==> src/rtl/hwpe_sm_params.sv <==
// Shared types and constants for the shared-memory address streamer.
// Provides the FSM state type, default depth and counter width helpers.
package hwpe_sm_params;

    typedef enum logic [1:0] {
        SM_IDLE  = 2'd0,
        SM_ISSUE = 2'd1,
        SM_DRAIN = 2'd2,
        SM_DONE  = 2'd3
    } sm_state_e;

    localparam int unsigned SM_MAX_OUTSTANDING = 4;
    localparam int unsigned SM_CNT_WIDTH =
        $clog2(SM_MAX_OUTSTANDING + 1);

    function automatic int unsigned sm_cnt_width(
        input int unsigned max_out
    );
        return $clog2(max_out + 1);
    endfunction

endpackage

==> src/rtl/hwpe_sm_outstanding_cnt.sv <==
// Up/down counter of granted-but-unanswered TCDM transactions.
// Ports: clk, rst_n, clear, inc (grant), dec (response) -> cnt, full, empty, underflow.
module hwpe_sm_outstanding_cnt
    import hwpe_sm_params::*;
#(
    parameter int unsigned MAX_OUTSTANDING = SM_MAX_OUTSTANDING,
    localparam int unsigned CNT_WIDTH = sm_cnt_width(MAX_OUTSTANDING)
) (
    input  logic                 clk,
    input  logic                 rst_n,
    input  logic                 clear,
    input  logic                 inc,
    input  logic                 dec,
    output logic [CNT_WIDTH-1:0] cnt,
    output logic                 full,
    output logic                 empty,
    output logic                 underflow
);

    logic [CNT_WIDTH-1:0] cnt_q;

    assign cnt       = cnt_q;
    assign empty     = (cnt_q == '0);
    assign full      = (cnt_q == CNT_WIDTH'(MAX_OUTSTANDING));
    // A response with nothing pending is an error; the count stays put.
    assign underflow = dec && empty;

    always_ff @(posedge clk) begin
        if (!rst_n || clear) begin
            cnt_q <= '0;
        end else if (inc && !dec) begin
            cnt_q <= cnt_q + CNT_WIDTH'(1);
        end else if (dec && !inc && !empty) begin
            cnt_q <= cnt_q - CNT_WIDTH'(1);
        end
    end

endmodule

==> src/rtl/hwpe_sm_addr_streamer.sv <==
// Generates one catc address per job element, drives the TCDM request
// handshake, bounds outstanding transactions and signals job completion.
// Ports: clk, rst_n, clear; start + cfg_* job setup; catc_add, tcdm_req/gnt/r_valid;
//        status busy, done, issued_cnt, wrap_flag, err.
module hwpe_sm_addr_streamer
    import hwpe_sm_params::*;
#(
    parameter int unsigned CATC_ADDR_WIDTH    = 32,
    parameter int unsigned BASE_ALIGNMENT_BIT = 6,
    parameter int unsigned N_POINTERS         = 1,
    parameter int unsigned LEN_WIDTH          = 16,
    parameter int unsigned MAX_OUTSTANDING    = SM_MAX_OUTSTANDING,
    localparam int unsigned LOG_POINTERS =
        (N_POINTERS > 1) ? $clog2(N_POINTERS) : 1,
    localparam int unsigned CNT_WIDTH = sm_cnt_width(MAX_OUTSTANDING)
) (
    input  logic                          clk,
    input  logic                          rst_n,
    input  logic                          clear,
    input  logic                          start,
    input  logic [LOG_POINTERS-1:0]       cfg_pointer,
    input  logic [BASE_ALIGNMENT_BIT-1:0] cfg_elem,
    input  logic [BASE_ALIGNMENT_BIT-1:0] cfg_stride,
    input  logic [LEN_WIDTH-1:0]          cfg_len,
    output logic [CATC_ADDR_WIDTH-1:0]    catc_add,
    output logic                          tcdm_req,
    input  logic                          tcdm_gnt,
    input  logic                          tcdm_r_valid,
    output logic                          busy,
    output logic                          done,
    output logic [LEN_WIDTH-1:0]          issued_cnt,
    output logic                          wrap_flag,
    output logic                          err
);

    localparam int unsigned FILL_W =
        CATC_ADDR_WIDTH - BASE_ALIGNMENT_BIT - LOG_POINTERS;

    sm_state_e state_q, state_d;

    logic [LOG_POINTERS-1:0]       ptr_q;
    logic [BASE_ALIGNMENT_BIT-1:0] elem_q;
    logic [BASE_ALIGNMENT_BIT-1:0] stride_q;
    logic [LEN_WIDTH-1:0]          len_q;
    logic [LEN_WIDTH-1:0]          issued_q;
    logic                          wrap_q;
    logic                          err_q;

    logic [CNT_WIDTH-1:0]          out_cnt;
    logic                          out_full;
    logic                          out_empty;
    logic                          out_underflow;

    logic                          fire;
    logic                          start_ok;
    logic                          last_req;
    logic [BASE_ALIGNMENT_BIT:0]   elem_sum;

    hwpe_sm_outstanding_cnt #(
        .MAX_OUTSTANDING(MAX_OUTSTANDING)
    ) i_out_cnt (
        .clk      (clk),
        .rst_n    (rst_n),
        .clear    (clear),
        .inc      (fire),
        .dec      (tcdm_r_valid),
        .cnt      (out_cnt),
        .full     (out_full),
        .empty    (out_empty),
        .underflow(out_underflow)
    );

    assign tcdm_req   = (state_q == SM_ISSUE) && !out_full;
    assign fire       = tcdm_req && tcdm_gnt;
    assign start_ok   = (state_q == SM_IDLE) && start;
    assign last_req   = (issued_q == len_q - LEN_WIDTH'(1));
    // Extra MSB captures the carry-out of the element field.
    assign elem_sum   = {1'b0, elem_q} + {1'b0, stride_q};

    assign catc_add   = {{FILL_W{1'b0}}, ptr_q, elem_q};
    assign busy       = (state_q == SM_ISSUE) || (state_q == SM_DRAIN);
    assign done       = (state_q == SM_DONE);
    assign issued_cnt = issued_q;
    assign wrap_flag  = wrap_q;
    assign err        = err_q;

    always_ff @(posedge clk) begin
        if (!rst_n || clear) begin
            state_q <= SM_IDLE;
        end else begin
            state_q <= state_d;
        end
    end

    always_comb begin
        state_d = state_q;
        unique case (state_q)
            SM_IDLE: begin
                if (start) begin
                    state_d = (cfg_len != '0) ? SM_ISSUE : SM_DONE;
                end
            end
            SM_ISSUE: begin
                if (fire && last_req) begin
                    state_d = SM_DRAIN;
                end
            end
            SM_DRAIN: begin
                // Last response arriving this cycle empties the counter.
                if (out_empty ||
                    (out_cnt == CNT_WIDTH'(1) && tcdm_r_valid)) begin
                    state_d = SM_DONE;
                end
            end
            SM_DONE: begin
                state_d = SM_IDLE;
            end
            default: begin
                state_d = SM_IDLE;
            end
        endcase
    end

    always_ff @(posedge clk) begin
        if (!rst_n || clear) begin
            ptr_q    <= '0;
            elem_q   <= '0;
            stride_q <= '0;
            len_q    <= '0;
            issued_q <= '0;
            wrap_q   <= 1'b0;
            err_q    <= 1'b0;
        end else begin
            if (start_ok) begin
                ptr_q    <= cfg_pointer;
                elem_q   <= cfg_elem;
                stride_q <= cfg_stride;
                len_q    <= cfg_len;
                issued_q <= '0;
                wrap_q   <= 1'b0;
            end else if (fire) begin
                elem_q   <= elem_sum[BASE_ALIGNMENT_BIT-1:0];
                issued_q <= issued_q + LEN_WIDTH'(1);
                if (elem_sum[BASE_ALIGNMENT_BIT]) begin
                    wrap_q <= 1'b1;
                end
            end
            // A stray response wins over the clear of an accepted start.
            err_q <= out_underflow || (err_q && !start_ok);
        end
    end

endmodule

==> config.mk <==
export PLATFORM = sky130hd
export DESIGN_NAME = hwpe_sm_addr_streamer
export DESIGN_NICKNAME = d
export VERILOG_FILES = /design/src/rtl/hwpe_sm_params.sv /design/src/rtl/hwpe_sm_outstanding_cnt.sv /design/src/rtl/hwpe_sm_addr_streamer.sv
export SDC_FILE = /design/constraint.sdc
export NUM_CORES = 1
export LEC_CHECK = 0
export CAP_MARGIN = 20
export CORE_AREA = 2 2 99 101
export CTS_CLUSTER_DIAMETER = 80
export DETAILED_ROUTE_END_ITERATION = 12
export DIE_AREA = 0 0 101 103
export PLACE_DENSITY = 0.64
export SLEW_MARGIN = 10
export SYNTH_ARGS = -nofsm -noshare
export SYNTH_HDL_FRONTEND = slang
export SYNTH_SLANG_ARGS = --single-unit
==> constraint.sdc <==
create_clock -name clk -period 2.8 [get_ports clk]
set_clock_uncertainty 0.15 [all_clocks]
set_input_delay 0.56 -clock clk [delete_from_list [all_inputs] [get_ports clk]]
set_output_delay 0.56 -clock clk [all_outputs]
set_load 0.05 [all_outputs]
* Word-level counts from Yosys, hierarchy flattened
Cells that the tools add are included.
** Word-level totals
- Word-level logic and storage cells :: 60
- Flip-flop bits (word level) :: 52
** Cells by class
- Eq/ne operators :: 9
- Mux-type cells :: 9
- Reductions and logical operators :: 28
- Add/sub/neg operators :: 5
** Operator list (number)
- 16-bit by 1-bit adder with 16-bit output, second input constant :: 1
- 16-bit equality test :: 1
- 16-bit nonzero test :: 1
- 16-bit by 1-bit subtractor with 16-bit output, second input constant :: 1
- 6-bit 2-to-1 mux :: 2
- 1-bit logical AND :: 10
- 2-bit 2-to-1 mux :: 4
- 2-bit case mux with 4 select lines :: 1
- 6-bit by 6-bit adder with 7-bit output :: 1
- 1-bit zero test :: 6
- 3-bit 2-to-1 mux :: 2
- 2-bit equality test, second input constant :: 2
- 1-bit logical OR :: 4
- 2-bit by 1-bit inequality test with 1-bit output, second input constant :: 2
- 2-bit nonzero test :: 2
- 3-bit by 1-bit adder with 3-bit output, second input constant :: 1
- 3-bit by 1-bit equality test with 1-bit output, second input constant :: 1
- 3-bit equality test, second input constant :: 1
- 3-bit zero test :: 1
- 3-bit AND reduction :: 1
- 3-bit by 1-bit subtractor with 3-bit output, second input constant :: 1
- 2-bit by 1-bit equality test with 1-bit output, second input constant :: 1
- 2-bit zero test :: 1
- 2-bit inequality test, second input constant :: 1
- other kinds (2) :: 2

* Longest topological paths before layout
Gate-level depths: netlist (run 1).
- Depth in word-level cells :: 9
- Gate-level depth with buffers :: 10

* Modules after synthesis
A second synthesis (run 1) with hierarchy kept.
** Second synthesis, totals
- Cell total of the unflattened synthesis :: 399
- Area, all modules :: 3163.0 um^2
** By module, submodules not included
- hwpe_sm_addr_streamer :: area an instance 2954.1 um^2, times used 1, cells each 376
- hwpe_sm_outstanding_cnt :: area an instance 209.0 um^2, times used 1, cells each 23

* Worst setup path after synthesis (run 1)
Ideal clock, no wire load.
- Kind :: reg2reg
- Start :: register i_out_cnt.cnt_q[0] (netlist: i_out_cnt.cnt[0])
- End :: register issued_q[12] (netlist: issued_cnt[12])
- Arrival :: 2.394 ns
- Cell stages (with the launch flop) :: 11
- Slack :: 0.129 ns
- Data required time :: 2.522 ns
- Path buffers :: 1
- Cell sequence :: dfxtp_1 inv_1 ha_1 a21boi_2 and2_1 clkbuf_1 nand3_1 nor3_1 nand3_1 xor2_1 nor2_1
** On the way
- Longest elaborated chain between the ends :: 4
** Ends and longest elaborated chain
- from (decl) :: line hwpe_sm_outstanding_cnt.sv:20 : logic [CNT_WIDTH-1:0] cnt_q;
- from (signal assigned) :: line hwpe_sm_outstanding_cnt.sv:32 : cnt_q <= cnt_q + CNT_WIDTH'(1);
- from (signal assigned) :: line hwpe_sm_outstanding_cnt.sv:34 : cnt_q <= cnt_q - CNT_WIDTH'(1);
- 3-bit equality test :: line hwpe_sm_outstanding_cnt.sv:24 : assign full = (cnt_q == CNT_WIDTH'(MAX_OUTSTANDING));
- 1-bit zero test :: line hwpe_sm_addr_streamer.sv:73 : assign tcdm_req = (state_q == SM_ISSUE) && !out_full;
- 1-bit logical AND :: line hwpe_sm_addr_streamer.sv:73
- net tcdm_req :: line hwpe_sm_addr_streamer.sv:26 : output logic tcdm_req,
- 1-bit logical AND :: line hwpe_sm_addr_streamer.sv:74 : assign fire = tcdm_req && tcdm_gnt;
- to (signal assigned) :: line hwpe_sm_addr_streamer.sv:143 : issued_q <= issued_q + LEN_WIDTH'(1);
- to (decl) :: line hwpe_sm_addr_streamer.sv:45 : logic [LEN_WIDTH-1:0] issued_q;
The timed path passes the listed nets, and every way through them passes these cells.
A chain may end at the register's enable or synchronous reset.

* Worst setup path in the final report (run 1)
- Start :: register state_q[0]
- End :: output busy
** On the way
- Longest elaborated chain between the ends :: 2
** Ends and longest elaborated chain
- from (decl) :: line hwpe_sm_addr_streamer.sv:39 : sm_state_e state_q, state_d;
- from (signal assigned) :: line hwpe_sm_addr_streamer.sv:91 : state_q <= state_d;
- 2-bit by 1-bit equality test with 1-bit output or 2-bit equality test (tied branches) :: line hwpe_sm_addr_streamer.sv:81 : assign busy = (state_q == SM_ISSUE) || (state_q == SM_DRAIN);
- 1-bit logical OR (*) :: line hwpe_sm_addr_streamer.sv:81
- to (decl) :: line hwpe_sm_addr_streamer.sv:29 : output logic busy,
Every way passes the cells marked *; elsewhere a longest branch is shown, timed or not.

==> reports/qor.yml, run 1 <==
drt:
  drcViolationCount: 0
  ant_nets: 0
  dr.pass1.iters: 5
  drt_iter0_markers: 101
  viasPerCell: 4.921
  drt_wl_total_mm: 7.814
  routedWlPerCell_um: 13.47
  vias: 2854
setup_path:
  critPathSlowestCell: "clkdlybuf4s50_1"
  critical-path-top-delay-family: "buffers and inverters"
  critPathLaunch: "state_q[0]$_SDFFE_PP0P_"
  worstSetupStartpointType: "register"
  crit_chain: "inv_1, ha_1, clkdlybuf4s50_1"
  crit_end: "busy"
  cp_num_buf_inv: 2
  path_depth: 3
  required_ns: 2.09
  end_kind: "output pin"
  r2r-end: "state_q[1]$_SDFFE_PP0P_"
  critical-path-max-stage-delay_ns: 0.80
  worstReg2RegStart: "len_q[0]$_SDFFE_PP0P_"
  cp_data_arrival_time_ns: 1.93
  critPathKind: "reg2out"
  worstPathMaxFanout: 4
  regToRegSetupSlack_ns: 0.40
  rr_worst_depth: 9
global_route:
  grt_antenna_before_repair: 0
  grt_pass1_wl_mm: 12.72
  grt.total_usage_pct: 15.31
  gr-total-overflow: 0
  grt_pass1_vias: 2678
  grt_max_degree: 34
clock_network:
  cts_root_buf: "clkbuf_8"
  htree_levels: 2
  clk_latency_ns: 0.31
  cts_buffer_depth: 2
  clk_pin_slew_ns: 0.10
  cts_sinks: 52
  numCtsBuffers: 5
  cts_tree: "yes"
  hold_buffers: 0
sta:
  setup_viol: 0
  relSlewSlack_pct: 57.65
  fmax_ghz: 0.3790
  rsz0062_at_grt: "false"
  hold_slack_ns: 0.3119
  period_needed_ns: 2.638
  hold_violations: 0
  tightest_slew_ns: 0.6338
  fin_setup_tns_ns: 0
  min_period_over_period_pct: 94.23
  drv_slew: 0
logic_synthesis:
  synth_edf_count: 0
  async_flop_share_pct: 0
  ys_ff_latch: 52
  yosysUniqueCellTypes: 52
  synth_seq_area_share_pct: 32.47
  syn_inst: 403
  avgSynthCellArea_um2: 7.954
  netlist_area_um2: 3206
  ys.flop_type: "dfxtp_1"
  yosys_warnings: 0
finish:
  final_common_cell: "nand2_1"
  diodes: 0
  n_fill_cell: 941
  final_nets: 518
  most-common-layout-cells: "70 x nand2_1, 61 x clkdlybuf4s50_1, 52 x dfxtp_1"
  drive_above_1_share_pct: 6.223
  area_delta_synth_final_pct: 24.75
floorplanning:
  core_um2: 9459
  dieArea_um2: 10400
  initial_core_util_pct: 33.89
  dieHeight_um: 103
  num_rows: 36
  io_pins: 88
  fp.dieW_um: 101
placed_design:
  gp_congestion: 0.8346
  io_buffers: 62
  hpwlAfterDp_mm: 6.072
flow_run:
  max-cap-violations: 0
worst_hold_path:
  hold_start: "ptr_q$_SDFFE_PP0P_"
  hp-class: "reg2reg"
power_and_ir_drop:
  p_per_area_nw_per_um2: 426.6
  p_leak_nw: 1.526
  vdd_drop_max_v: 0.0002221
status:
  status: "finished clean"
-- worst min path at each step --
| stage | end | slack, ns | cells after the start |
|---|---|---|---|
| after floorplan | ptr_q$_SDFFE_PP0P_ | 0.29 | 2 |
| after global placement | ptr_q$_SDFFE_PP0P_ | 0.30 | 2 |
| after detailed placement | ptr_q$_SDFFE_PP0P_ | 0.30 | 2 |
| after CTS | ptr_q$_SDFFE_PP0P_ | 0.32 | 2 |
| after global routing | stride_q[2]$_SDFFE_PP0P_ | 0.33 | 2 |
| final | ptr_q$_SDFFE_PP0P_ | 0.31 | 2 |
-- metal layers --
metal	wire length, um	part of all wire (%)	up-vias	global-route usage, %
li1	-	-	1448	-
met1	3518	45	1317	19.03
met2	3797	49	76	27.08
met3	398	5.1	13	3.254
met4	100	1.3	0	3.846
met5	0	0	-	0
-- power by group --
| group | internal (mW) | switching [mW] |
|---|---|---|
| logic | 0.139 | 0.232 |
| clock network | 0.293 | 0.266 |
| registers | 0.757 | 0.0197 |
| total | 1.19 | 0.517 |
-- cell families after synthesis --
kind of cell	share of synthesized area, %
adder cells (fa/ha/maj)	7.260
multiplexers	0.9368
other	0.1170
flip-flops	32.47
AO/OA/AOI/OAI	13.70
buffers and inverters	9.251
AND/OR/NAND/NOR	26.00
XOR/XNOR	10.27
-- synth_stat cells, drive strengths merged, types with 2 or more instances --
library cell	instances	area, um^2
mux2i	3	30.03
nand4b	2	17.52
clkbuf	14	52.55
or2	3	18.77
ha	17	212.7
nand2b	5	31.28
o22ai	2	12.51
a21o	3	22.52
dfxtp	52	1041
nor4	7	50.05
o211ai	2	15.01
nand3b	2	15.01
nor2	30	112.6
nor4b	2	32.53
nand2	71	269.0
nand3	12	60.06
xnor2	21	183.9
o21ai	10	50.05
a311oi	2	17.52
a211oi	4	30.03
nor2b	6	37.54
or3	3	18.77
xor2	14	122.6
buf	26	195.2
nor3	8	45.04
and3	2	12.51
a21oi	39	195.2
nand4	7	43.79
inv	13	48.80
and2	3	18.77
-- cell type report --
| class | instances | area (um^2) | area share [%] |
|---|---|---|---|
| repair buffers | 71 | 686.9 | 17.18 |
| clock inverters | 2 | 38.79 | 0.9700 |
| well taps | 114 | 142.6 | 3.567 |
| inverters | 13 | 48.80 | 1.220 |
| flip-flops and latches | 52 | 1041 | 26.03 |
| clock buffers | 6 | 82.58 | 2.065 |
| multi-input cells | 322 | 1958 | 48.97 |
-- state kept, by name (all words and copies together), names as in the netlist --
register and count:
i_out_cnt.cnt 3, stride_q 6, issued_cnt 16, err 1
len_q 16, wrap_flag 1, elem_q 6, state_q 2
ptr_q 1
-- through the flow --
| step | std cells | util (%) | instance area [um^2] | total power [mW] | setup slack (ns) |
|---|---|---|---|---|---|
| 2_1_floorplan | 427 | - | 3296 | 1.077 | 0.1286 |
| 3_3_place_gp | 572 | 41.01 | 3879 | 1.164 | 0.2457 |
| 3_5_place_dp | 572 | 41.01 | 3879 | 1.167 | 0.1323 |
| 4_1_cts | 580 | 42.28 | 3999 | 1.723 | 0.1515 |
| 5_1_grt | 580 | 42.28 | 3999 | 1.787 | 0.1073 |
| 6_report | 580 | 42.28 | 3999 | 1.706 | 0.1616 |
-- worst min-delay path, delay by kind of cell (launching register included) --
family / cells / cell delay, ns
DFF: 1 / 0.32
AOI/OAI and AO/OA: 1 / 0.05
and+or+nand+nor: 1 / 0.05
-- repair_timing --
item | in CTS | in global routing
buffers inserted | 0 | 0
resized for setup | 1 | 0
endpoints found under the setup margin | 1 | 0
No activity file was read; power rests on OpenSTA's default activity.
==> run 2, diff against run 1 <==
Settings changed: ABC_AREA set to 0.
==> results of run 2 <==
No change in the layout: final DEF, timing and power equal those of run 1.
